$ cat config.mk
export PLATFORM = sky130hd
export DESIGN_NAME = uart_cmd_rx
export DESIGN_NICKNAME = d
export VERILOG_FILES = /design/src/rtl/tama_pkg.sv /design/src/rtl/rx_sync.sv /design/src/rtl/uart_cmd_rx.sv
export SDC_FILE = /design/constraint.sdc
export NUM_CORES = 1
export LEC_CHECK = 0
export ABC_CLOCK_PERIOD_IN_PS = 2200
export BUFFER_PORTS_ARGS = -buffer_cell sky130_fd_sc_hd__buf_2
export CAP_MARGIN = 20
export CORE_UTILIZATION = 32
export CTS_BUF_LIST = sky130_fd_sc_hd__clkbuf_4
export DETAILED_ROUTE_END_ITERATION = 10
export PLACE_DENSITY = 0.55
export SYNTH_ARGS = -nofsm -noshare
export SYNTH_HDL_FRONTEND = slang
export SYNTH_SLANG_ARGS = --single-unit
$ cat constraint.sdc
create_clock -name clk -period 2.2 [get_ports clk]
set_input_delay 0.22 -clock clk [delete_from_list [all_inputs] [get_ports clk]]
set_output_delay 0.22 -clock clk [all_outputs]
set_load 0.02 [all_outputs]
$ cat src/rtl/tama_pkg.sv
// tama_pkg
// Shared definitions for the tamagotchi serial front-end and the stats block.
//   CMD_*         : canonical lowercase command bytes understood by the core
//   rx_state_t    : UART deserialiser state encoding
//   fold_lower()  : maps the uppercase form of a known command to lowercase
//   is_known_cmd(): true when a byte is one of the canonical commands
package tama_pkg;

    localparam logic [7:0] CMD_EAT   = 8'h65;  // 'e'
    localparam logic [7:0] CMD_PLAY  = 8'h70;  // 'p'
    localparam logic [7:0] CMD_BATH  = 8'h62;  // 'b'
    localparam logic [7:0] CMD_SLEEP = 8'h73;  // 's'
    localparam logic [7:0] CMD_TALK  = 8'h74;  // 't'
    localparam logic [7:0] CMD_WAKE  = 8'h77;  // 'w'

    typedef enum logic [1:0] {
        IDLE,
        START,
        DATA,
        STOP
    } rx_state_t;

    // Only the six command letters are folded; every other byte passes
    // through untouched so that the acceptance check can reject it.
    function automatic logic [7:0] fold_lower(input logic [7:0] b);
        logic [7:0] r;
        r = b;
        if (b inside {8'h45, 8'h50, 8'h42, 8'h53, 8'h54, 8'h57}) begin
            r = b | 8'h20;
        end
        return r;
    endfunction

    function automatic logic is_known_cmd(input logic [7:0] b);
        return b inside {CMD_EAT, CMD_PLAY, CMD_BATH, CMD_SLEEP, CMD_TALK, CMD_WAKE};
    endfunction

endpackage

$ cat src/rtl/rx_sync.sv
// rx_sync
// Two-flop synchroniser for a single asynchronous input.
//   clk   : destination clock
//   reset : asynchronous active-high reset, both flops load RESET_VAL
//   d     : asynchronous input
//   q     : synchronised output, two clk cycles behind d
module rx_sync #(
    parameter logic RESET_VAL = 1'b1
) (
    input  logic clk,
    input  logic reset,
    input  logic d,
    output logic q
);

    logic meta_q, meta_d;
    logic sync_q, sync_d;

    always_comb begin
        meta_d = d;
        sync_d = meta_q;
    end

    always_ff @(posedge clk or posedge reset) begin
        if (reset) begin
            meta_q <= RESET_VAL;
            sync_q <= RESET_VAL;
        end else begin
            meta_q <= meta_d;
            sync_q <= sync_d;
        end
    end

    assign q = sync_q;

endmodule

$ cat src/rtl/uart_cmd_rx.sv
// uart_cmd_rx
// 8N1 UART command receiver feeding the stats block. Each accepted byte is
// held on cmd for HOLD_CYCLES cycles and then cmd returns to 0x00; a byte
// arriving during a hold forces one 0x00 cycle before it is presented so the
// consumer always re-arms.
//   clk       : system clock
//   reset     : asynchronous active-high reset
//   rx        : raw UART line, idle high, asynchronous to clk
//   cmd       : held command byte, 0x00 when nothing is presented
//   cmd_valid : one-cycle pulse when a new byte appears on cmd
//   frame_err : one-cycle pulse when a stop bit is sampled low
// Build option: define CMD_FILTER_EN to accept only the six command letters
// (uppercase folded to lowercase); otherwise every nonzero byte is accepted.
module uart_cmd_rx
    import tama_pkg::*;
#(
    parameter int CLK_HZ      = 27000000,
    parameter int BAUD        = 115200,
    parameter int HOLD_CYCLES = 1024
) (
    input  logic       clk,
    input  logic       reset,
    input  logic       rx,
    output logic [7:0] cmd,
    output logic       cmd_valid,
    output logic       frame_err
);

    localparam int CLKS_PER_BIT = CLK_HZ / BAUD;
    localparam int BAUD_W       = $clog2(CLKS_PER_BIT) + 1;
    localparam int HOLD_W       = $clog2(HOLD_CYCLES) + 1;

    localparam logic [BAUD_W-1:0] HALF_LAST = BAUD_W'(CLKS_PER_BIT / 2 - 1);
    localparam logic [BAUD_W-1:0] BIT_LAST  = BAUD_W'(CLKS_PER_BIT - 1);
    localparam logic [HOLD_W-1:0] HOLD_LOAD = HOLD_W'(HOLD_CYCLES);

    logic              rx_s;
    logic              rx_prev_q, rx_prev_d;
    rx_state_t         state_q, state_d;
    logic [BAUD_W-1:0] baud_cnt_q, baud_cnt_d;
    logic [2:0]        bit_cnt_q, bit_cnt_d;
    logic [7:0]        shift_q, shift_d;
    logic              frame_err_q, frame_err_d;
    logic              cand_valid;

    logic              accept;
    logic [7:0]        accept_byte;

    logic [7:0]        cmd_q, cmd_d;
    logic              cmd_valid_q, cmd_valid_d;
    logic [HOLD_W-1:0] hold_cnt_q, hold_cnt_d;
    logic              pend_q, pend_d;
    logic [7:0]        pend_byte_q, pend_byte_d;

    rx_sync #(
        .RESET_VAL(1'b1)
    ) u_rx_sync (
        .clk  (clk),
        .reset(reset),
        .d    (rx),
        .q    (rx_s)
    );

    // Deserialiser. The baud counter free-runs inside a state and is cleared
    // at every sample point, so each sample lands mid-bit once START has
    // realigned to the centre of the start bit.
    always_comb begin
        state_d     = state_q;
        baud_cnt_d  = baud_cnt_q + 1'b1;
        bit_cnt_d   = bit_cnt_q;
        shift_d     = shift_q;
        rx_prev_d   = rx_s;
        frame_err_d = 1'b0;
        cand_valid  = 1'b0;
        case (state_q)
            IDLE: begin
                baud_cnt_d = '0;
                if (rx_prev_q && !rx_s) begin
                    state_d = START;
                end
            end
            START: begin
                if (baud_cnt_q == HALF_LAST) begin
                    baud_cnt_d = '0;
                    bit_cnt_d  = 3'd0;
                    state_d    = rx_s ? IDLE : DATA;
                end
            end
            DATA: begin
                if (baud_cnt_q == BIT_LAST) begin
                    baud_cnt_d = '0;
                    shift_d    = {rx_s, shift_q[7:1]};
                    bit_cnt_d  = bit_cnt_q + 3'd1;
                    if (bit_cnt_q == 3'd7) begin
                        state_d = STOP;
                    end
                end
            end
            STOP: begin
                if (baud_cnt_q == BIT_LAST) begin
                    baud_cnt_d  = '0;
                    state_d     = IDLE;
                    cand_valid  = rx_s;
                    frame_err_d = !rx_s;
                end
            end
            default: begin
                state_d = IDLE;
            end
        endcase
    end

`ifdef CMD_FILTER_EN
    assign accept_byte = fold_lower(shift_q);
    assign accept      = cand_valid && is_known_cmd(accept_byte);
`else
    assign accept_byte = shift_q;
    assign accept      = cand_valid && (shift_q != 8'h00);
`endif

    // Hold stage. A new byte during an active hold drops cmd to 0x00 for one
    // cycle and parks the byte in pend_byte_q; it is presented the cycle after.
    always_comb begin
        cmd_d       = cmd_q;
        cmd_valid_d = 1'b0;
        hold_cnt_d  = hold_cnt_q;
        pend_d      = 1'b0;
        pend_byte_d = pend_byte_q;
        if (accept) begin
            if (hold_cnt_q != '0) begin
                cmd_d       = 8'h00;
                hold_cnt_d  = '0;
                pend_d      = 1'b1;
                pend_byte_d = accept_byte;
            end else begin
                cmd_d       = accept_byte;
                cmd_valid_d = 1'b1;
                hold_cnt_d  = HOLD_LOAD;
            end
        end else if (pend_q) begin
            cmd_d       = pend_byte_q;
            cmd_valid_d = 1'b1;
            hold_cnt_d  = HOLD_LOAD;
        end else if (hold_cnt_q != '0) begin
            hold_cnt_d = hold_cnt_q - 1'b1;
            if (hold_cnt_q == HOLD_W'(1)) begin
                cmd_d = 8'h00;
            end
        end
    end

    always_ff @(posedge clk or posedge reset) begin
        if (reset) begin
            state_q     <= IDLE;
            rx_prev_q   <= 1'b1;
            baud_cnt_q  <= '0;
            bit_cnt_q   <= 3'd0;
            shift_q     <= 8'h00;
            frame_err_q <= 1'b0;
            cmd_q       <= 8'h00;
            cmd_valid_q <= 1'b0;
            hold_cnt_q  <= '0;
            pend_q      <= 1'b0;
            pend_byte_q <= 8'h00;
        end else begin
            state_q     <= state_d;
            rx_prev_q   <= rx_prev_d;
            baud_cnt_q  <= baud_cnt_d;
            bit_cnt_q   <= bit_cnt_d;
            shift_q     <= shift_d;
            frame_err_q <= frame_err_d;
            cmd_q       <= cmd_d;
            cmd_valid_q <= cmd_valid_d;
            hold_cnt_q  <= hold_cnt_d;
            pend_q      <= pend_d;
            pend_byte_q <= pend_byte_d;
        end
    end

    assign cmd       = cmd_q;
    assign cmd_valid = cmd_valid_q;
    assign frame_err = frame_err_q;

endmodule
==> results.toml, run 1 <==
[outcome]
status = "finished clean"

[critical_path]
start_kind = "register"
worstPathCellList = "inv_1 > ha_1 > and4bb_2 > nand2_1 > nor4b_2 > buf_4 > mux2_4"
critPathCaptureType = "register"
worstSetupPathType = "reg2reg"
crit_family = "simple AND/OR/NAND/NOR gates"
crit_slowest_cell = "dfrtp_1"
critPathBufInv = 2
crit_fanout = 10
slowest_delay_ns = 0.43
cp_data_required_time_ns = 2.49
arrival_ns = 2.20

[pwr]
power_per_cell_area_nw_per_um2 = 593
p_leak_nw = 1.47
sequentialPowerShare_pct = 63.8
p_int_mw = 1.27
clockPowerShare_pct = 26.1
ir_drop_mv = 0.234
total_power_mw = 1.79
switching_share_pct = 28.7
combPwrFrac_pct = 10.2
p_switching_mw = 0.514

[layout]
n_antenna_cell = 0
fin_area_um2 = 3020
drive_gt1_share_pct = 25.8
syn_to_final_growth_pct = 11.2
postLayoutCoreUtil_pct = 36.7
fin_nets = 276

[floorplan]
dieArea_um2 = 8850
die_x_um = 94.1
core_um2 = 8220
ios = 13
dieHeight_um = 94.1
initial_core_util_pct = 33.0
rows = 33

[cts]
postCtsHoldBufs = 2
clockBufferDepth = 2
htreeDepth = 2
cts_tree = "built"
clk_latency_ns = 0.38
root_buffer = "clkbuf_4"
clk_pin_slew_worst_paths_ns = 0.18
numCtsBuffers = 5
cts_num_sinks = 55
ctsResizeCount = 0
post_cts_buffers = 0

[timing]
fin_crit_ns = 1.91
skew_ns = 0.0226
setup_viol = 0
final.period_utilization_pct = 87.0
finalHoldViolCount = 0
relSlewSlack_pct = 60.5
finalSetupTns_ns = 0
worst_pin_slew_ns = 0.591
rsz0062_at_grt = "no"
drv_slew = 0
max_freq_mhz = 523

[worst_hold_path]
hp-class = "reg2reg"

[logic_synthesis]
ys_top_cells_by_count = "dfrtp_1, nand2_1, mux2_2"
ys_types = 46
ys_seq_elements = 55
synth.yosys.seq_area_share_pct = 50.9
ys_top_cells_by_area = "dfrtp_1, mux2_2, mux2_4"
syn_inst = 244
synth_flop_cell = "dfrtp_1"
yosysWarnings = 0
yosys.area.top_type = "dfrtp_1"
synthMostInstantiatedCell = "dfrtp_1"
synth_nets = 254
syn-cell-area_um2 = 2710
synth_edf_count = 0
yosys.area.top_type_share_pct = 48.0
avgSynthCellArea_um2 = 11.1
synth-async-reset-ratio_pct = 100

[grt]
grt_pass1_wl_um = 8960
grt_pass1_vias = 1828
gr-total-overflow = 0
grt_use_total_pct = 12.9
grt_max_degree = 28
antenna_found_initial = 0

[placement]
hpwl_um = 3590
gp_congestion = 0.774
io_buffers = 12
placed_area_um2 = 2930

[drt]
drt_iter0_markers = 37
route.detailed.drc = 0
viasPerCell = 4.89
post_drt_wl_per_cell_um = 13.4
firstDrtPassIters = 4
routed_wl_um = 5000
vias = 1820
drtAntennaViolNets = 0

[flow_run]
timing.max_cap.violations = 0
[per-stage QoR]
stage / hold slack, ns / setup slack, ns / std cells
after floorplan: 0.224 / 0.413 / 244
after global placement: 0.309 / 0.309 / 362
after detailed placement: 0.320 / 0.263 / 362
after CTS: 0.370 / 0.259 / 372
after global routing: 0.371 / 0.114 / 372
final: 0.369 / 0.287 / 372
[cell usage in the layout (no fill, tap or decap), drive strengths merged, types with 3 or more instances in the layout]
master,count
nor3,4
xor2,6
a21oi,11
inv,14
nor4,4
clkbuf,5
nor2,16
nand3,13
or3,7
and4,3
mux2,25
buf,24
ha,7
dfstp,3
dfrtp,52
xnor2,3
o21ai,11
mux2i,4
nand4,6
nand2,20
[kinds of logic after synthesis]
| kind of cell | count (synthesis) | synth area share, % |
|---|---|---|
| compound gates | 33 | 7.20 |
| xor+xnor | 9 | 2.91 |
| fa+ha+maj | 7 | 3.23 |
| buf+inv | 24 | 3.97 |
| flops | 55 | 50.9 |
| mux | 29 | 13.0 |
| simple gates | 87 | 18.8 |
[worst register-to-register path, delay by kind of cell (launching register included)]
kind / cells / cell delay (ns)
flops: 1 / 0.43
simple gates: 3 / 0.60
mux: 1 / 0.32
fa+ha+maj: 1 / 0.16
buf+inv: 2 / 0.34
[cell type report]
class,count,area (µm²)
Clock buffer,5,37.5
Inverter,13,48.8
Multi-Input combinational cell,165,1220
Fill cell,822,5200
Clock inverter,3,23.8
Timing Repair Buffer,26,170
Sequential cell,55,1380
Tap cell,105,131
[state kept, by name, summed over array words and instances, names as in the netlist, named ones only]
register and cells:
bit_cnt_q 3, u_rx_sync.q 1, pend_byte_q 8, baud_cnt_q 9
cmd 8, state_q 1, frame_err 1, u_rx_sync.meta_q 1
pend_q 1, accept_byte 8, rx_prev_q 1, cmd_valid 1
hold_cnt_q 11
[path summary, 6_finish.rpt]
check | to | slack (ns) | depth (start not counted) | start
worst max-delay path | pend_byte_q[5]$_DFFE_PP0P_ | 0.29 | 7 | baud_cnt_q[1]$_DFF_PP0_
worst min-delay path | u_rx_sync.q$_DFF_PP1_ | 0.37 | 0 | u_rx_sync.meta_q$_DFF_PP1_
worst max register to register | pend_byte_q[5]$_DFFE_PP0P_ | 0.29 | 7 | baud_cnt_q[1]$_DFF_PP0_
worst min register to register | u_rx_sync.q$_DFF_PP1_ | 0.37 | 0 | u_rx_sync.meta_q$_DFF_PP1_
max in group asynchronous | rx_prev_q$_DFF_PP1_ | 1.08 | 4 | reset
min in group asynchronous | hold_cnt_q[6]$_DFFE_PP0P_ | 0.42 | 3 | reset
[layer usage]
| metal | GRT usage, % | up-vias | routed length [µm] |
|---|---|---|---|
| met1 | 18.0 | 890 | 2520 |
| met5 | 0 | - | 0 |
| met2 | 20.6 | 19 | 2330 |
| met3 | 2.43 | 5 | 101 |
| met4 | 3.46 | 0 | 46 |
| li1 | - | 906 | - |
[power by group through the flow]
stage | sequential, mW | combinational, mW | clock, mW
5_1_grt | 1.15 | 0.211 | 0.523
2_1_floorplan | 1.12 | 0.168 | 0
3_5_place_dp | 1.16 | 0.183 | 0
6_report | 1.14 | 0.182 | 0.466
3_3_place_gp | 1.16 | 0.175 | 0
4_1_cts | 1.14 | 0.187 | 0.491
Note: power is estimated with default switching activity, not from simulation.
==> inputs of run 2 (changes only) <==
CORE_UTILIZATION = 50   (was 32)
PLACE_DENSITY = 0.75   (was 0.55)
==> run 2 against run 1 <==
Net effect:
- hold slack lost 0.052 ns
- sequential power is essentially flat
- critical path type unchanged
- critical path depth is the same
- first-iteration DRC count grew to 3.7 times the previous value
- largest power group unchanged
- flip-flop and latch count is the same
==> results.toml, run 2 (same netlist as run 1, synthesis figures left out) <==
[outcome]
status = "finished clean"

[floorplan]
dieArea_um2 = 5720
core_um2 = 5170
initial_core_util_pct = 52.4
ios = 13
dieHeight_um = 75.6
die_x_um = 75.6
rows = 26

[cts]
root_buffer = "clkbuf_4"
clockBufferDepth = 2
clk_latency_ns = 0.39
postCtsHoldBufs = 2
ctsResizeCount = 0
clk_pin_slew_worst_paths_ns = 0.17
post_cts_buffers = 0
cts_tree = "built"
htreeDepth = 2
numCtsBuffers = 5
cts_num_sinks = 55

[layout]
syn_to_final_growth_pct = 9.55
reg_top3 = "hold_cnt_q: 11 flops, baud_cnt_q: 9 flops"
fin_nets = 276
layout_commonest_cell = "dfrtp_1"
instances_no_fill = 337
regMostFlops = "hold_cnt_q"
drive_gt1_share_pct = 25.8
n_antenna_cell = 0
largest_reg_flops = 11
layout_common_cells = "dfrtp_1, nand2_1, mux2_2"

[critical_path]
start_kind = "register"
r2r-end = "pend_byte_q[7]$_DFFE_PP0P_"
critPathCaptureType = "register"
arrival_ns = 2.20
reg2reg_depth = 7
cp_data_required_time_ns = 2.49
cp-startpoint = "baud_cnt_q[1]$_DFF_PP0_"
worstSetupPathType = "reg2reg"
crit_fanout = 10
rrSetupSlack_ns = 0.29
rr_startpoint = "baud_cnt_q[1]$_DFF_PP0_"

[pwr]
p_leak_nw = 1.47
combPwrFrac_pct = 10.0
p_int_mw = 1.27
p_switching_mw = 0.502
sequentialPowerShare_pct = 64.4
power_per_cell_area_nw_per_um2 = 598
clockPowerShare_pct = 25.6
ir_drop_mv = 0.445
switching_share_pct = 28.3

[drt]
route.detailed.drc = 0
vias = 1866
firstDrtPassIters = 5
drtAntennaViolNets = 0
post_drt_wl_per_cell_um = 14.2
routed_wl_um = 4800
viasPerCell = 5.54
drt_iter0_markers = 137

[timing]
skew_ns = 0.0257
finalSetupTns_ns = 0
max_freq_mhz = 524
finalHoldViolCount = 0
final.period_utilization_pct = 86.8
worst_pin_slew_ns = 0.410
setup_viol = 0
relSlewSlack_pct = 72.7
rsz0062_at_grt = "no"
fin_crit_ns = 1.91
drv_slew = 0

[placement]
io_buffers = 12
place_inst = 327
gp_congestion = 0.821
hpwl_um = 3430

[grt]
grt_pass1_wl_um = 8160
grt_pass1_vias = 1716
antenna_found_initial = 0
grt_max_degree = 23
gr-total-overflow = 0
grt_use_total_pct = 19.1

[flow_run]
timing.max_cap.violations = 0

[worst_hold_path]
hp-class = "in2async"
[run 2: changes by cell type in the layout (fill, tap and decap cells not counted)]
cell	previous run	this run
inv_8	1	0
inv_6	0	1
clkinv_4	0	1
clkinvlp_4	1	0
[run 2: metal layers]
metal / track usage [%] / vias up / wire [µm]
met5: 0 / - / 0
li1: - / 913 / -
met1: 27.2 / 921 / 2350
met4: 4.94 / 0 / 55
met2: 30.4 / 24 / 2280
met3: 3.57 / 8 / 116
[run 2: worst max path at each step]
| stage | slack (ns) | end | cells past startpoint |
|---|---|---|---|
| after floorplan | 0.41 | pend_byte_q[0]$_DFFE_PP0P_ | 7 |
| after global placement | 0.32 | pend_byte_q[0]$_DFFE_PP0P_ | 7 |
| after detailed placement | 0.29 | pend_byte_q[2]$_DFFE_PP0P_ | 7 |
| after CTS | 0.28 | pend_byte_q[0]$_DFFE_PP0P_ | 7 |
| after global routing | 0.18 | pend_byte_q[7]$_DFFE_PP0P_ | 7 |
| final | 0.29 | pend_byte_q[7]$_DFFE_PP0P_ | 7 |
[run 2: area by class of cell]
type	instances	area (µm²)
tap	70	87.6
fill	435	2200
multi-input combinational	165	1220
timing repair buffer	26	170
sequential	55	1380
clock buffer	5	37.5
inverter	13	48.8
clock inverter	3	22.5
[run 2: critical path: stages, from the launching register on]
cell and delay (ns):
dfrtp_1 0.43, inv_1 0.09, ha_1 0.16, and4bb_2 0.25, nand2_1 0.07, nor4b_2 0.27, buf_4 0.25, mux2_4 0.31
[run 2: stage by stage]
step	cell area (µm²)	hold WS (ns)	utilization, %	worst slack (ns)	total power, mW
floorplan	2710	0.224	-	0.413	1.29
global placement	2890	0.220	55.9	0.320	1.33
detailed placement	2890	0.219	55.9	0.292	1.33
CTS	2970	0.332	57.4	0.280	1.79
global route	2970	0.361	57.4	0.178	1.87
finish	2970	0.317	57.4	0.290	1.77
[run 2: power groups by stage]
stage | clock, mW | combinational (mW) | sequential [mW]
after floorplan | 0 | 0.168 | 1.12
after global placement | 0 | 0.172 | 1.16
after detailed placement | 0 | 0.175 | 1.16
after CTS | 0.468 | 0.182 | 1.14
after global routing | 0.506 | 0.204 | 1.16
final | 0.455 | 0.178 | 1.14
==> inputs of run 3 (changes only) <==
ABC_CLOCK_PERIOD_IN_PS = 1900   (was 2200)
clock period = 1.9 ns   (was 2.2 ns; I/O delays follow)
==> run 3 against run 2 <==
Net effect:
- via count is 3.1% higher
- core utilization is 2.9 points higher
- critical path depth stayed put
- flip-flop and latch count stayed put
- combinational power is 110% higher
- largest power group unchanged
- hold slack worse by 0.018 ns
- largest cell class unchanged
- die area stayed put
- register-to-register slack worse by 0.24 ns
- cell count is 4.5% higher
- sequential share of layout area is 2.3 points lower
==> results.toml, run 3 (same netlist as run 1, synthesis figures left out) <==
[outcome]
status = "finished clean"

[cts]
htreeDepth = 2
clockBufferDepth = 2
clk_pin_slew_worst_paths_ns = 0.17
numCtsBuffers = 5
clk_latency_ns = 0.41
root_buffer = "clkbuf_4"
cts_num_sinks = 55
cts_tree = "built"

[floorplan]
die_x_um = 75.6
dieArea_um2 = 5720
initial_core_util_pct = 52.4
core_um2 = 5170
dieHeight_um = 75.6
ios = 13
rows = 26

[layout]
n_antenna_cell = 0
layout_commonest_cell = "dfrtp_1"
layout_common_cells = "dfrtp_1, buf_4, nand2_1"
fin_nets = 291
regMostFlops = "hold_cnt_q"
instances_no_fill = 352
fin_area_um2 = 3120
drive_gt1_share_pct = 31.2
largest_reg_flops = 11
syn_to_final_growth_pct = 15.1
reg_top3 = "hold_cnt_q: 11 flops, baud_cnt_q: 9 flops"

[critical_path]
crit_slowest_cell = "dfrtp_1"
cp-startpoint = "baud_cnt_q[1]$_DFF_PP0_"
arrival_ns = 2.15
worstPathCellList = "inv_2 > ha_4 > and4bb_2 > nand2_2 > nor4b_4 > buf_6 > mux2_4"
start_kind = "register"
r2r-end = "pend_byte_q[7]$_DFFE_PP0P_"
crit_fanout = 5
worstSetupEndpoint = "pend_byte_q[7]$_DFFE_PP0P_"
slowest_delay_ns = 0.42
worstSetupPathType = "reg2reg"
critPathBufInv = 2
rr_startpoint = "baud_cnt_q[1]$_DFF_PP0_"
crit_family = "simple AND/OR/NAND/NOR gates"
reg2reg_depth = 7
path_depth = 7
rrSetupSlack_ns = 0.05
critPathCaptureType = "register"
cp_data_required_time_ns = 2.21

[drt]
post_drt_wl_per_cell_um = 15.0
viasPerCell = 5.46
drtAntennaViolNets = 0
routed_wl_um = 5300
firstDrtPassIters = 4
vias = 1923
drt_iter0_markers = 111
route.detailed.drc = 0

[placement]
io_buffers = 12
hpwl_um = 3620
place_inst = 335
placed_area_um2 = 2950
dp_slack_ns = -0.0115
gp_congestion = 0.785

[grt]
grt_pass1_vias = 1858
gr-total-overflow = 0
grt_use_total_pct = 20.4
antenna_found_initial = 0
grt_pass1_wl_um = 8650
grt_max_degree = 23

[pwr]
total_power_mw = 2.23
power_per_cell_area_nw_per_um2 = 713
sequentialPowerShare_pct = 58.0
switching_share_pct = 29.5
clockPowerShare_pct = 25.4
p_int_mw = 1.57
p_leak_nw = 1.57
p_switching_mw = 0.657
ir_drop_mv = 0.786
combPwrFrac_pct = 16.6

[timing]
max_freq_mhz = 541
worst_pin_slew_ns = 0.368
relSlewSlack_pct = 75.4
fin_crit_ns = 1.85
drv_slew = 0
final.period_utilization_pct = 97.3
setup_viol = 0
timing.final.ws_setup_ns = 0.0521
finalHoldViolCount = 0
skew_ns = 0.0281

[worst_hold_path]
hp-class = "in2async"

[flow_run]
timing.max_cap.violations = 0
run 3: metal layers:
metal	vias up	part of all wire, %	GRT usage (%)
met2	28	49	34.2
met3	5	3.0	4.10
met4	0	0.74	7.00
met5	-	0	0
li1	935	-	-
met1	955	47	26.4
run 3: worst min path at each step:
stage,from,end,slack [ns]
floorplan,rx,u_rx_sync.meta_q$_DFF_PP1_,0.19
global placement,reset,hold_cnt_q[0]$_DFFE_PP0P_,0.19
detailed placement,reset,hold_cnt_q[0]$_DFFE_PP0P_,0.19
CTS,reset,hold_cnt_q[0]$_DFFE_PP0P_,0.31
global route,reset,async pin,0.34
finish,reset,hold_cnt_q[0]$_DFFE_PP0P_,0.30
run 3: through the flow:
step | hold slack [ns] | util (%) | setup TNS [ns]
after floorplan | 0.194 | - | 0
after global placement | 0.190 | 57.0 | 0
after detailed placement | 0.189 | 57.0 | -0.0533
after CTS | 0.308 | 59.2 | 0
after global routing | 0.337 | 60.4 | -0.0628
final | 0.299 | 60.4 | 0
run 3: power by group through the flow:
stage               Clock, mW  Sequential [mW]  Combinational (mW)
finish                  0.566             1.29               0.370
global route            0.613             1.30               0.410
CTS                     0.578             1.28               0.324
detailed placement          0             1.30               0.321
global placement            0             1.30               0.309
floorplan                   0             1.30               0.195
run 3: cell type report:
type | count | area [µm²]
clock buffers | 5 | 37.5
inverters | 13 | 48.8
flip-flops and latches | 55 | 1380
repair buffers | 41 | 287
fillers | 421 | 2050
well taps | 70 | 87.6
clock inverters | 3 | 28.8
multi-input cells | 165 | 1250
run 3: what timing repair did:
action / in CTS / in global routing
gates cloned: 1 / 0
hold buffers: 2 / 0
endpoints found under the setup margin: 5 / 36
pin swaps: 1 / 3
buffers inserted: 1 / 5
hold endpoints to repair: 14 / 0
gates resized for setup: 5 / 5
run 3: worst reg2reg max path: cells and delay by family (launching register included):
kind | cells | cell delay, ns
adder cells (fa/ha/maj) | 1 | 0.13
buffers and inverters | 2 | 0.27
flip-flops | 1 | 0.42
multiplexers | 1 | 0.30
AND/OR/NAND/NOR | 3 | 0.65
